**src/rtl/dummy.sv**
```systemverilog
// Rolling XOR signature: each sampled word is folded into a register that
// rotates left by one bit per clock, giving a carry-free running checksum.
module dummy #(
    parameter int DATA_W = 128
) (
    input  logic              clk_i,
    input  logic              reset_i,
    input  logic [DATA_W-1:0] data_in_i,
    output logic [DATA_W-1:0] data_out_o
);

    logic [DATA_W-1:0] r_in_p0;
    logic [DATA_W-1:0] r_sig_p1;

    function automatic logic [DATA_W-1:0] rotl1(input logic [DATA_W-1:0] v);
        return {v[DATA_W-2:0], v[DATA_W-1]};
    endfunction

    // Stage p0: capture the raw input word
    always_ff @(posedge clk_i) begin
        if (reset_i) begin
            r_in_p0 <= '0;
        end else begin
            r_in_p0 <= data_in_i;
        end
    end

    // Stage p1: fold the captured word into the rotated signature
    always_ff @(posedge clk_i) begin
        if (reset_i) begin
            r_sig_p1 <= '0;
        end else begin
            r_sig_p1 <= rotl1(r_sig_p1) ^ r_in_p0;
        end
    end

    assign data_out_o = r_sig_p1;

endmodule

```
**config.mk**
```make
export PLATFORM = sky130hd
export DESIGN_NAME = dummy
export DESIGN_NICKNAME = d
export VERILOG_FILES = /design/src/rtl/dummy.sv
export SDC_FILE = /design/constraint.sdc
export NUM_CORES = 1
export LEC_CHECK = 0
export ABC_AREA = 1
export CAP_MARGIN = 20
export CORE_MARGIN = 2
export CORE_UTILIZATION = 41
export DETAILED_ROUTE_END_ITERATION = 16
export GPL_ROUTABILITY_DRIVEN = 0
export PLACE_DENSITY = 0.84
export SLEW_MARGIN = 20
export SYNTH_ARGS = -nofsm -noshare
export SYNTH_HDL_FRONTEND = slang
export SYNTH_SLANG_ARGS = --single-unit
```
**constraint.sdc**
```tcl
create_clock -name clk_i -period 0.8 [get_ports clk_i]
set_input_delay 0.16 -clock clk_i [delete_from_list [all_inputs] [get_ports clk_i]]
set_output_delay 0.16 -clock clk_i [all_outputs]
set_load 0.02 [all_outputs]
```
## Yosys cells after proc, flatten, opt, wreduce, memory -nomap -nowiden

Index checks and enable logic that the tools add are counted.

| operators by class | value |
|---|---|
| bitwise logic cells | 1 |

Operator list:

| kind | count |
|---|---|
| 128-bit XOR | 1 |

| storage, ports and cells | value |
|---|---|
| input port bits | 130 |
| output and inout bits | 128 |
| register bits | 256 |
| logic and storage cells | 3 |

## Logic depth before layout (Yosys ltp)

Gate-level depths: netlist of run 1.

| logic depth | value |
|---|---|
| depth in word-level cells | 1 |
| depth in mapped cells | 5 |
| mapped depth without buffers | 3 |

## Least setup slack after synthesis of run 1

No wires, ideal clock.

| timing | value |
|---|---|
| kind | flip-flop to flip-flop |
| start | register r_sig_p1[106], in the netlist data_out_o[106] |
| end | register r_sig_p1[107], in the netlist data_out_o[107] |
| data arrival time | 0.591 ns |
| stages on the path, launching flop included | 4 |
| period minus slack after synthesis | 0.704 ns |
| slack | 0.096 ns |
| cells stage by stage | dfxtp_1 nand2_1 nand2_1 nor2_1 |

| on the way | value |
|---|---|
| word-level cells in the longest chain between the ends | 1 |

Ends and longest elaborated chain:

| element | line | RTL |
|---|---|---|
| start: declaration | 13 | `logic [DATA_W-1:0] r_sig_p1;` |
| start signal: assignment | 33 | `r_sig_p1 <= rotl1(r_sig_p1) ^ r_in_p0;` |
| 128-bit XOR | 33 |  |

No other way between the ends.
A chain may end at the register's enable or synchronous reset.

## Worst setup path in the final report of run 1

| timing | value |
|---|---|
| start | register r_sig_p1[53], in the netlist data_out_o[53] |
| end | output data_out_o[53] |

RTL lines:

| element | line | RTL |
|---|---|---|
| end: declaration | 9 | `output logic [DATA_W-1:0] data_out_o` |

No word-level cell between the ends.

==> results of run 1 <==
power breakdown:
group	internal (mW)	switching [mW]
Combinational	2.58	2.14
Sequential	13.7	0.560
Clock	7.60	5.04
Total	23.8	7.73
cells in the final DEF (no fill, tap or decap):
master,n
clkinvlp_4,1
clkbuf_8,5
clkdlybuf4s50_1,128
dfxtp_4,1
inv_1,128
inv_4,1
nand2_1,218
clkbuf_16,27
nand2_4,4
dfxtp_1,128
nor2_4,5
bufinv_16,3
nor2_1,352
clkbuf_1,2
inv_6,1
buf_6,134
clkinv_2,8
buf_12,11
clkinv_4,1
buf_4,143
nand2_2,34
nor2_2,27
dfxtp_2,127
layout make-up:
class / instances / area [µm²] / share of cell area
inverters: 129 / 487 / 0.0355
flip-flops and latches: 256 / 5290 / 0.385
multi-input cells: 640 / 2620 / 0.191
clock buffers: 34 / 752 / 0.0548
repair buffers: 416 / 4080 / 0.298
well taps: 265 / 332 / 0.0242
clock inverters: 14 / 155 / 0.0113
how the worst max path moves through the flow:
stage / from / end / slack, ps / cells past startpoint
finish: data_out_o[53] / data_out_o[53] / -360 / 1
global route: data_out_o[19] / data_out_o[19] / -390 / 1
detailed placement: data_out_o[89] / data_out_o[89] / -350 / 1
floorplan: data_out_o[106] / data_out_o[107] / 100 / 3
CTS: data_out_o[97] / data_out_o[97] / -370 / 1
global placement: data_out_o[2] / data_out_o[2] / -350 / 1
per-layer routing:
| metal | part of all wire | up-vias | global-route usage |
|---|---|---|---|
| met4 | 0.042 | 0 | 0.0770 |
| met3 | 0.069 | 77 | 0.0611 |
| li1 | - | 3875 | - |
| met1 | 0.36 | 3663 | 0.229 |
| met5 | 0 | - | 0 |
| met2 | 0.53 | 262 | 0.444 |
what timing repair did:
action,4_1_cts,5_1_grt
buffers inserted,41,18
pin swaps,0,40
hold endpoints to repair,0,0
setup endpoints to repair,129,164
gates resized for setup,899,83
sequential cells by signal, indices dropped and copies added (netlist names):
register,cells
data_out_o,128
r_in_p0,128
worst reg2reg max path: stages, from the launching register on:
cell and delay (ps):
dfxtp_4 350, buf_4 130, buf_6 100, buf_4 130
nand2_2 50, nand2_1 50, nor2_1 120
kinds of logic after synthesis:
group | share of synthesized area
buffers and inverters | 0.0852
flip-flops | 0.623
AND/OR/NAND/NOR | 0.292
==> flow_metrics.env, run 1 <==
export IMPL_p_total_mw=31.6
export IMPL_dp_worst_setup_slack_ps=-345
export IMPL_worstPathArrival_ps=1000
export IMPL_cts_buffer_depth=3
export IMPL_finalCritPeriodShare=1.45
export IMPL_status="complete, but fails checks"
export IMPL_p_leak_nw=6.77
export IMPL_fp_dieH_um=146
export IMPL_htree_levels=1
export IMPL_yosys_area_top_type_share=0.623
export IMPL_holdWs_ps=111
export IMPL_finalWorstSetupSlack_ps=-364
export IMPL_grt_use_total=0.227
export IMPL_max_slew_margin_rel=0.697
export IMPL_layout_min_cycle_time_ps=1160
export IMPL_port_buffers=257
export IMPL_synthesis_area_um2=8230
export IMPL_dieArea_um2=21200
export IMPL_antenna_found_initial=0
export IMPL_io_pins=258
export IMPL_diodes=0
export IMPL_drc=0
export IMPL_cp_end_kind="output port"
export IMPL_avgRoutedWirePerCell_um=14.3
export IMPL_grt_ovfl_total=0
export IMPL_final_util=0.700
export IMPL_placed_area_um2=12000
export IMPL_yosysSeqAreaShare=0.623
export IMPL_die_w_um=146
export IMPL_synth_most_common_cell="nor2_1"
export IMPL_num_rows=51
export IMPL_async_reset_ff_frac=0
export IMPL_whs_endpoint="data_out_o[119]"
export IMPL_first_pass_iters=4
export IMPL_r2r_cells=6
export IMPL_fin_tns_setup_ps=-42530
export IMPL_required_ps=640
export IMPL_max_freq_mhz=859
export IMPL_areaGrowthSynthToFinish_pct=66.7
export IMPL_root_buffer="clkbuf_16"
export IMPL_power_density_nw_per_um2=2300
export IMPL_synthesis_nets=1183
export IMPL_synth_seq_cells=256
export IMPL_cts_inserted_buffers=26
export IMPL_synth_distinct_cells=8
export IMPL_stdcell_area_um2=13700
export IMPL_dpl_hpwl_um=15700
export IMPL_setup_violations=140
export IMPL_grt_max_degree=41
export IMPL_slowest_delay_ps=360
export IMPL_cap_violations=0
export IMPL_crit_type="reg2out"
export IMPL_cp_cell_sequence="buf_6"
export IMPL_path_buf_inv=1
export IMPL_min_delay_start="reset_i"
export IMPL_hold_viol=0
export IMPL_netlist_instances=1053
export IMPL_synthTopCellsByArea="dfxtp_1 62%, nor2_1 18%, nand2_1 12%, inv_1 5.8%, buf_6 1.5%"
export IMPL_initial_core_util=0.420
export IMPL_syn_area_per_cell_um2=7.81
export IMPL_r2r_slack_ps=-210
export IMPL_core_um2=19600
export IMPL_ant_nets=0
export IMPL_ir_drop_mv=1.97
export IMPL_fin_cells=1754
export IMPL_fillCellCount=1320
export IMPL_r2r_start="data_out_o[89]"
export IMPL_ys_warn_count=0
export IMPL_vias=7877
export IMPL_clock_skew_ps=8.71
export IMPL_synth_area_leader_cell="dfxtp_1"
export IMPL_dp_cells=1674
export IMPL_min_path_type="in2reg"
export IMPL_path_delay_family="flip-flops"
export IMPL_clkTransAtPathRegs_ps=70
export IMPL_rsz0062_at_grt="true"
export IMPL_cp_slowest_cell="dfxtp_2"
export IMPL_report_final_slew_viol_count=0
export IMPL_cp_start_kind="register"
export IMPL_synth_ff_type="dfxtp_1"
export IMPL_cp_max_fo=2
export IMPL_cts_tree="built"
export IMPL_wl_um=25100
export IMPL_final_nets=1599
export IMPL_worstReg2RegEnd="data_out_o[90]"
export IMPL_grt_pass1_vias=8207
export IMPL_tightest_slew_ps=454
export IMPL_hold_buffers=0
export IMPL_violations="negative setup slack"
export IMPL_layout_drive_gt1_share=0.358
export IMPL_clock_sinks=256
export IMPL_hold_depth=5
export IMPL_drt_iter0_drc=289
export IMPL_clock_latency_ps=520
export IMPL_synth_enable_flop_cells=0
export IMPL_grt_pass1_wl_um=39400
export IMPL_viasPerCell=4.49
export IMPL_yosys_top_cells_count="384 x nor2_1, 256 x dfxtp_1, 256 x nand2_1, 128 x inv_1, 14 x buf_2"
Note: power is estimated with default switching activity, not from simulation.
==> run 2: changes to the inputs <==
--- a/config.mk
+++ b/config.mk
@@ -7,7 +7,6 @@
 export LEC_CHECK = 0
 export ABC_AREA = 1
 export CAP_MARGIN = 20
-export CORE_MARGIN = 2
 export CORE_UTILIZATION = 41
 export DETAILED_ROUTE_END_ITERATION = 16
 export GPL_ROUTABILITY_DRIVEN = 0
==> flow_metrics.env, run 2 (synthesized netlist as in run 1, its figures left out) <==
export IMPL_initial_core_util=0.420
export IMPL_viasPerCell=4.54
export IMPL_min_path_type="in2reg"
export IMPL_tightest_slew_ps=171
export IMPL_grt_util_met3=0.0653
export IMPL_finalWorstSetupSlack_ps=-390
export IMPL_max_slew_margin_rel=0.886
export IMPL_slowest_delay_ps=380
export IMPL_p_comb_frac=0.151
export IMPL_io_pins=258
export IMPL_layout_drive_gt1_share=0.374
export IMPL_ant_nets=0
export IMPL_setup_violations=137
export IMPL_holdWs_ps=34.1
export IMPL_grt_pass1_vias=8315
export IMPL_areaGrowthSynthToFinish_pct=68.2
export IMPL_grt_use_total=0.238
export IMPL_status="complete, but fails checks"
export IMPL_report_final_slew_viol_count=0
export IMPL_cp_end_kind="output port"
export IMPL_p_total_mw=31.8
export IMPL_clockPowerShare=0.401
export IMPL_cts_buffer_depth=3
export IMPL_fin_cells=1755
export IMPL_violations="negative setup slack"
export IMPL_cts_tree="built"
export IMPL_stdcell_area_um2=13800
export IMPL_port_buffers=257
export IMPL_final_util=0.706
export IMPL_clock_skew_ps=11.9
export IMPL_dpl_hpwl_um=16000
export IMPL_cp_slowest_cell="dfxtp_2"
export IMPL_placed_area_um2=12000
export IMPL_fin_tns_setup_ps=-43220
export IMPL_cts_inserted_buffers=26
export IMPL_core_um2=19600
export IMPL_path_delay_family="flip-flops"
export IMPL_grt_use_met2=0.455
export IMPL_dieArea_um2=20600
export IMPL_hold_buffers=0
export IMPL_pwr_share_seq=0.448
export IMPL_fp_dieH_um=144
export IMPL_grt_max_degree=32
export IMPL_cp_cell_sequence="buf_6"
export IMPL_ir_drop_mv=1.62
export IMPL_path_buf_inv=1
export IMPL_p_switching_mw=7.79
export IMPL_dp_cells=1668
export IMPL_hold_viol=0
export IMPL_avgRoutedWirePerCell_um=14.9
export IMPL_grt_pass1_wl_um=38200
export IMPL_final_nets=1601
export IMPL_drt_iter0_drc=308
export IMPL_clock_latency_ps=520
export IMPL_finalCritPeriodShare=1.49
export IMPL_cp_max_fo=2
export IMPL_grt_ovfl_total=0
export IMPL_drc=0
export IMPL_clkTransAtPathRegs_ps=70
export IMPL_p_leak_nw=6.76
export IMPL_wl_um=26100
export IMPL_num_rows=51
export IMPL_htree_levels=1
export IMPL_layout_min_cycle_time_ps=1190
export IMPL_layout_common_cells="344 x nor2_1, 199 x nand2_1, 144 x buf_6"
export IMPL_worstPathArrival_ps=1030
export IMPL_crit_type="reg2out"
export IMPL_vias=7961
export IMPL_top_usage_layer="met2"
export IMPL_first_pass_iters=4
export IMPL_rsz0062_at_grt="true"
export IMPL_fillCellCount=1293
export IMPL_clock_sinks=256
export IMPL_power_density_nw_per_um2=2300
export IMPL_layout_commonest_cell="nor2_1"
export IMPL_grtUsageMet1=0.224
export IMPL_netSwitchingFraction=0.245
export IMPL_dp_worst_setup_slack_ps=-346
export IMPL_required_ps=640
export IMPL_cp_start_kind="register"
export IMPL_max_freq_mhz=840
export IMPL_die_w_um=144
export IMPL_root_buffer="clkbuf_16"
export IMPL_cap_violations=0
export IMPL_power_internal_mw=24.0
export IMPL_antenna_found_initial=0
export IMPL_diodes=0
[run 2: cell count changes in the layout (fill, tap and decap cells not counted), moves of 4 or more]
cell	change
nand2_4	-4
nand2_2	+23
buf_6	+10
nand2_1	-19
nor2_2	+7
clkinv_2	-6
buf_4	-9
nor2_1	-8
[run 2: cell type report]
cell class                      count  area (µm²)  area share
Timing Repair Buffer              418        4150       0.300
Sequential cell                   256        5290       0.382
Clock buffer                       38         777      0.0562
Clock inverter                      9         130     0.00940
Multi-Input combinational cell    640        2680       0.193
Tap cell                          265         332      0.0240
Inverter                          129         487      0.0352
[run 2: worst register-to-register path: cells and delay by family (launching register included)]
family                 cells  cell delay [ps]
DFF                        1              320
and+or+nand+nor            2              200
buffers and inverters      2              250
[run 2: timing repair]
action                                  CTS  global route
setup buffers                            55            22
pin swaps                                 3            62
gates resized for setup                 916           101
endpoints found under the hold margin     0             0
endpoints found under the setup margin  134           173
[run 2: metal layers]
layer / vias to the layer above / share of wire / routed length (µm)
met3: 96 / 0.076 / 1990
met2: 293 / 0.53 / 13900
met1: 3690 / 0.34 / 8950
met5: - / 0 / 0
met4: 0 / 0.050 / 1300
li1: 3882 / - / -
[run 2: worst paths after layout]
check        slack, ps  depth (start not counted)        endpoint      startpoint
max               -390                          1  data_out_o[57]  data_out_o[57]
min                 30                          3     r_in_p0[46]         reset_i
max reg2reg        -90                          4  data_out_o[77]  data_out_o[76]
min reg2reg        480                          2  data_out_o[24]     r_in_p0[24]
[run 2: power by group through the flow]
stage,Clock (mW),Combinational (mW),Sequential (mW)
4_1_cts,12.8,4.64,14.2
6_report,12.7,4.80,14.2
3_5_place_dp,0,4.16,14.3
5_1_grt,13.4,5.15,14.3
2_1_floorplan,0,1.09,14.8
3_3_place_gp,0,4.04,14.2
==> run 3: changes to the inputs <==
--- a/config.mk
+++ b/config.mk
@@ -6,11 +6,12 @@
 export NUM_CORES = 1
 export LEC_CHECK = 0
 export ABC_AREA = 1
+export ABC_CLOCK_PERIOD_IN_PS = 800
 export CAP_MARGIN = 20
 export CORE_UTILIZATION = 41
 export DETAILED_ROUTE_END_ITERATION = 16
 export GPL_ROUTABILITY_DRIVEN = 0
-export PLACE_DENSITY = 0.84
+export PLACE_DENSITY = 0.75
 export SLEW_MARGIN = 20
 export SYNTH_ARGS = -nofsm -noshare
 export SYNTH_HDL_FRONTEND = slang
==> flow_metrics.env, run 3 (synthesized netlist as in run 1, its figures left out) <==
export IMPL_crit_type="reg2out"
export IMPL_critPathLaunch="data_out_o[55]"
export IMPL_final_nets=1594
export IMPL_initial_core_util=0.420
export IMPL_netSwitchingFraction=0.238
export IMPL_layout_min_cycle_time_ps=1160
export IMPL_power_density_nw_per_um2=2290
export IMPL_finalCritPeriodShare=1.46
export IMPL_setup_violations=130
export IMPL_p_leak_nw=6.70
export IMPL_path_delay_family="flip-flops"
export IMPL_clkTransAtPathRegs_ps=60
export IMPL_hold_viol=0
export IMPL_grt_max_degree=35
export IMPL_fillCellCount=1430
export IMPL_viasPerCell=4.33
export IMPL_core_um2=19600
export IMPL_clockPowerShare=0.398
export IMPL_layout_common_cells="355 x nor2_1, 214 x nand2_1, 136 x buf_4"
export IMPL_clock_sinks=256
export IMPL_grt_pass1_vias=7463
export IMPL_ir_drop_mv=1.54
export IMPL_min_path_type="in2reg"
export IMPL_finalWorstSetupSlack_ps=-364
export IMPL_cp_slowest_cell="dfxtp_4"
export IMPL_placed_area_um2=12000
export IMPL_die_w_um=144
export IMPL_antenna_found_initial=0
export IMPL_diodes=0
export IMPL_cts_tree="built"
export IMPL_max_freq_mhz=859
export IMPL_fp_dieH_um=144
export IMPL_slowest_delay_ps=360
export IMPL_root_buffer="clkbuf_16"
export IMPL_layout_commonest_cell="nor2_1"
export IMPL_worstPathArrival_ps=1000
export IMPL_stdcell_area_um2=13600
export IMPL_io_pins=258
export IMPL_clock_skew_ps=5.99
export IMPL_num_rows=51
export IMPL_areaGrowthSynthToFinish_pct=65.6
export IMPL_status="complete, but fails checks"
export IMPL_grt_ovfl_total=0
export IMPL_clock_latency_ps=520
export IMPL_max_slew_margin_rel=0.819
export IMPL_cp_start_kind="register"
export IMPL_whs_endpoint="r_in_p0[43]"
export IMPL_r2r_cells=5
export IMPL_vias=7563
export IMPL_drt_iter0_drc=205
export IMPL_worstReg2RegEnd="data_out_o[123]"
export IMPL_violations="negative setup slack"
export IMPL_fin_cells=1746
export IMPL_p_comb_frac=0.146
export IMPL_first_pass_iters=7
export IMPL_r2r_slack_ps=-20
export IMPL_layout_drive_gt1_share=0.352
export IMPL_cts_inserted_buffers=27
export IMPL_dp_cells=1673
export IMPL_report_final_slew_viol_count=0
export IMPL_ant_nets=0
export IMPL_dp_worst_setup_slack_ps=-357
export IMPL_cts_buffer_depth=3
export IMPL_drc=0
export IMPL_wl_um=22300
export IMPL_rsz0062_at_grt="true"
export IMPL_p_switching_mw=7.42
export IMPL_cp_max_fo=2
export IMPL_tightest_slew_ps=272
export IMPL_avgRoutedWirePerCell_um=12.8
export IMPL_cp_cell_sequence="buf_6"
export IMPL_path_buf_inv=1
export IMPL_hold_depth=3
export IMPL_power_internal_mw=23.7
export IMPL_dpl_hpwl_um=14700
export IMPL_htree_levels=1
export IMPL_grt_use_total=0.209
export IMPL_cp_end_kind="output port"
export IMPL_required_ps=640
export IMPL_cap_violations=0
export IMPL_r2r_start="data_out_o[122]"
export IMPL_dieArea_um2=20600
export IMPL_port_buffers=257
export IMPL_min_delay_start="reset_i"
export IMPL_grt_pass1_wl_um=33900
export IMPL_pwr_share_seq=0.456
[run 3: changes by cell type in the layout (fill, tap and decap cells not counted), sizes merged]
cell,before,now
bufinv,3,2
clkinv,2,4
dlygate4sd3,0,1
clkbuf,38,40
buf,290,281
clkinvlp,4,0
[run 3: stage by stage]
step	util	power (mW)	hold slack [ps]	TNS [ps]
after floorplan	-	15.9	267	0
after global placement	0.612	18.3	455	-50240
after detailed placement	0.612	18.4	464	-52460
after CTS	0.692	31.2	51.4	-45530
after global routing	0.695	32.4	63.9	-46820
final	0.695	31.1	61.1	-42080
[run 3: per-layer routing]
metal,share of wire,global-route usage,wire length (µm)
met1,0.38,0.214,8530
met3,0.082,0.0710,1830
met2,0.51,0.394,11500
met4,0.022,0.0683,485
met5,0,0,0
[run 3: cell type report]
cell class	instances	area (µm²)	area share
Clock inverter	6	83.8	0.00615
Clock buffer	40	805	0.0591
Sequential cell	256	5290	0.388
Tap cell	265	332	0.0243
Multi-Input combinational cell	640	2590	0.191
Inverter	129	487	0.0357
Timing Repair Buffer	410	4030	0.296
[run 3: worst reg2reg max path, cell delays in order, from the launching register on]
cell	delay, ps
dfxtp_2	320
buf_4	120
buf_4	120
nand2_1	50
nand2_1	40
nor2_1	90
[run 3: worst max path at each step]
stage | to | cells past startpoint
after global routing | data_out_o[55] | 1
final | data_out_o[55] | 1
after global placement | data_out_o[55] | 1
after CTS | data_out_o[55] | 1
after detailed placement | data_out_o[55] | 1
after floorplan | data_out_o[107] | 3
[run 3: power by group through the flow]
stage / combinational [mW] / sequential, mW / clock (mW)
finish: 4.55 / 14.2 / 12.4
global route: 4.92 / 14.3 / 13.1
CTS: 4.51 / 14.2 / 12.6
detailed placement: 4.12 / 14.3 / 0
global placement: 4.04 / 14.2 / 0
floorplan: 1.09 / 14.8 / 0
[run 3: timing repair]
item / CTS / global route
endpoints found under the setup margin: 129 / 166
gates resized for setup: 897 / 81
hold buffers: 1 / 0
cloned: 0 / 0
setup buffers: 46 / 12
pin swaps: 0 / 42
hold endpoints to repair: 1 / 0
==> RTL edit, RTL diff (flow settings as in run 3) <==
Reset style: asynchronous (`reset_i`), changed in 2 clocked blocks.
--- a/src/rtl/dummy.sv
+++ b/src/rtl/dummy.sv
@@ -19,3 +19,3 @@
     // Stage p0: capture the raw input word
-    always_ff @(posedge clk_i) begin
+    always_ff @(posedge clk_i or posedge reset_i) begin
         if (reset_i) begin
@@ -28,3 +28,3 @@
     // Stage p1: fold the captured word into the rotated signature
-    always_ff @(posedge clk_i) begin
+    always_ff @(posedge clk_i or posedge reset_i) begin
         if (reset_i) begin
Check against the original RTL: differs if reset_i is asserted again (counterexample within 4 cycles, from zero or initial values and one cycle with reset_i high); with reset_i held inactive, the same outputs for 10 cycles.
==> RTL edit against run 3 <==
Wire length grew 20%; sequential cell count is the same; power grew 18%; non-clock buffer count grew 16; area after synthesis grew 7.1%; setup slack lost 0.13 ns; the flow still finishes with violations (negative setup slack); sequential share of layout area grew 4.8 points; cell area grew 7.9%; highest routed layer unchanged.
==> RTL edit: results (changes against run 3) <==
stage,metric,value,unit,change
grt,M2 GR Usage,0.395,,was 0.394
logic_synthesis,sequential area share after synthesis,0.727,,was 0.623
route,DRT iter0 DRCs,208,,was 205
logic_synthesis,Post-synth ARST share,1.00,,was 0
worst_setup_path,crit path DAT,1.14,ns,was 1.00 ns
logic_synthesis,Synth area leaders,"dfrtp_1, nand2_1, inv_1",,"was dfxtp_1, nor2_1, nand2_1, inv_1, buf_6"
route,DR pass1 iterations,4,,was 7
timing,Fin Clk Skew,0.0101,ns,was 0.00599 ns
placed_design,dpl hpwl,16000,um,was 14700 um
grt,largest net degree at the start of global routing,26,,was 35
worst_setup_path,"delay-heaviest family, CP",flip-flops,,unchanged
cells_and_area,clock network area share,0.0597,,was 0.0652
route,WL per Instance,16.3,um,was 12.8 um
logic_synthesis,XOR/XNOR Fraction of Synth Area,0,,unchanged
cells_and_area,final-layout clock buffer total,35,,was 40
grt,Total GRT Usage,0.218,,was 0.209
worst_setup_path,Slowest cell on crit path,dfrtp_1,,was dfxtp_4
grt,first-pass GRT wire length,36400,um,was 33900 um
logic_synthesis,most frequent cells after synthesis,"nand2_1, inv_1, dfrtp_1",,"was nor2_1, dfxtp_1, nand2_1, inv_1, buf_2"
route,total number of vias,7226,,was 7563
logic_synthesis,"Net Count, Synth",1027,,was 1183
logic_synthesis,ys flop type,dfrtp_1,,was dfxtp_1
cells_and_area,nonclk buf count,426,,was 410
placed_design,dpl cells,1543,,was 1673
timing,"Setup violations, final",166,,was 130
cells_and_area,invs w/o clock,257,,was 129
grt,vias in the first global route,7569,,was 7463
run_status,failing checks,negative setup slack,,unchanged
logic_synthesis,Mapped Avg Cell Area,9.82,um2,was 7.81 um2
cells_and_area,ratio of cells with drive above 1 in the final layout,0.356,,was 0.352
cells_and_area,fillcell total,1374,,was 1430
pwr,leakage,8.11,nW,was 6.70 nW
logic_synthesis,post-synthesis cell type count,3,,was 8
cells_and_area,Final Non-Filler Cells,1645,,was 1746
cells_and_area,sequential cell area share,0.436,,was 0.388
worst_setup_path,"slowest stage delay, CP",0.44,ns,was 0.36 ns
cts,Worst-Skew Late Latency,0.54,ns,was 0.52 ns
cells_and_area,multi-input gate count,384,,was 640
timing,Rel. slew slack,0.873,,was 0.819
hold_path,worst hold path type,in2async,,was in2reg
cells_and_area,area of the multi-input gates,0.00171,mm2,was 0.00259 mm2
grt,met1 Usage GRT,0.221,,was 0.214
cells_and_area,Non-clock buffering overhead,0.299,,was 0.296
timing,final setup margin,-0.499,ns,was -0.364 ns
grt,met3 usage,0.0868,,was 0.0710
pwr,Worst VDD drop,1860,uV,was 1540 uV
run_status,status,"finished, violations left",,unchanged
==> RTL edit: cell types whose count changed after synthesis, sizes merged <==
cell   before  now
buf        28    0
dfrtp       0  256
dfxtp     256    0
inv       129  257
nand2     256  384
nor2      384    0
==> RTL edit: layer usage <==
metal / vias to the layer above / part of all wire
li1: 3391 / -
met1: 3472 / 0.34
met2: 297 / 0.53
met3: 66 / 0.10
met4: 0 / 0.034
met5: - / 0
==> RTL edit: cells by family after synthesis <==
logic type | after synthesis
AND/OR/NAND/NOR | 384
buffers and inverters | 257
flip-flops | 256
==> RTL edit: per-stage QoR <==
stage	setup TNS, ns	setup WS (ns)	cell area, um2
after global placement	-64.48	-0.359	12700
after detailed placement	-65.25	-0.369	12700
after floorplan	-699.30	-2.73	8820
after CTS	-58.34	-0.482	14400
final	-57.62	-0.499	14700
after global routing	-63.07	-0.519	14700
==> RTL edit: final timing paths <==
check	start	endpoint	slack, ns	depth (start not counted)
worst max-delay path	data_out_o[58]$_DFF_PP0_	data_out_o[58]	-0.50	1
worst min-delay path	reset_i	r_in_p0[54]$_DFF_PP0_	0.02	3
worst max register to register	data_out_o[41]$_DFF_PP0_	data_out_o[42]$_DFF_PP0_	-0.12	4
worst min register to register	r_in_p0[35]$_DFF_PP0_	data_out_o[35]$_DFF_PP0_	0.46	2
max in group asynchronous	reset_i	data_out_o[57]$_DFF_PP0_	0.41	4
min in group clk_i	data_in_i[61]	r_in_p0[61]$_DFF_PP0_	0.05	1
==> RTL edit: timing repair <==
item,CTS,global route
setup endpoints to repair,130,195
endpoints found under the hold margin,0,0
pin swaps,14,70
setup buffers,68,38
resized for setup,793,196
==> RTL edit: power breakdown <==
part / switching [mW] / internal [mW]
Sequential: 1.09 / 14.2
Combinational: 4.19 / 4.77
Clock: 5.13 / 7.28
Total: 10.4 / 26.3
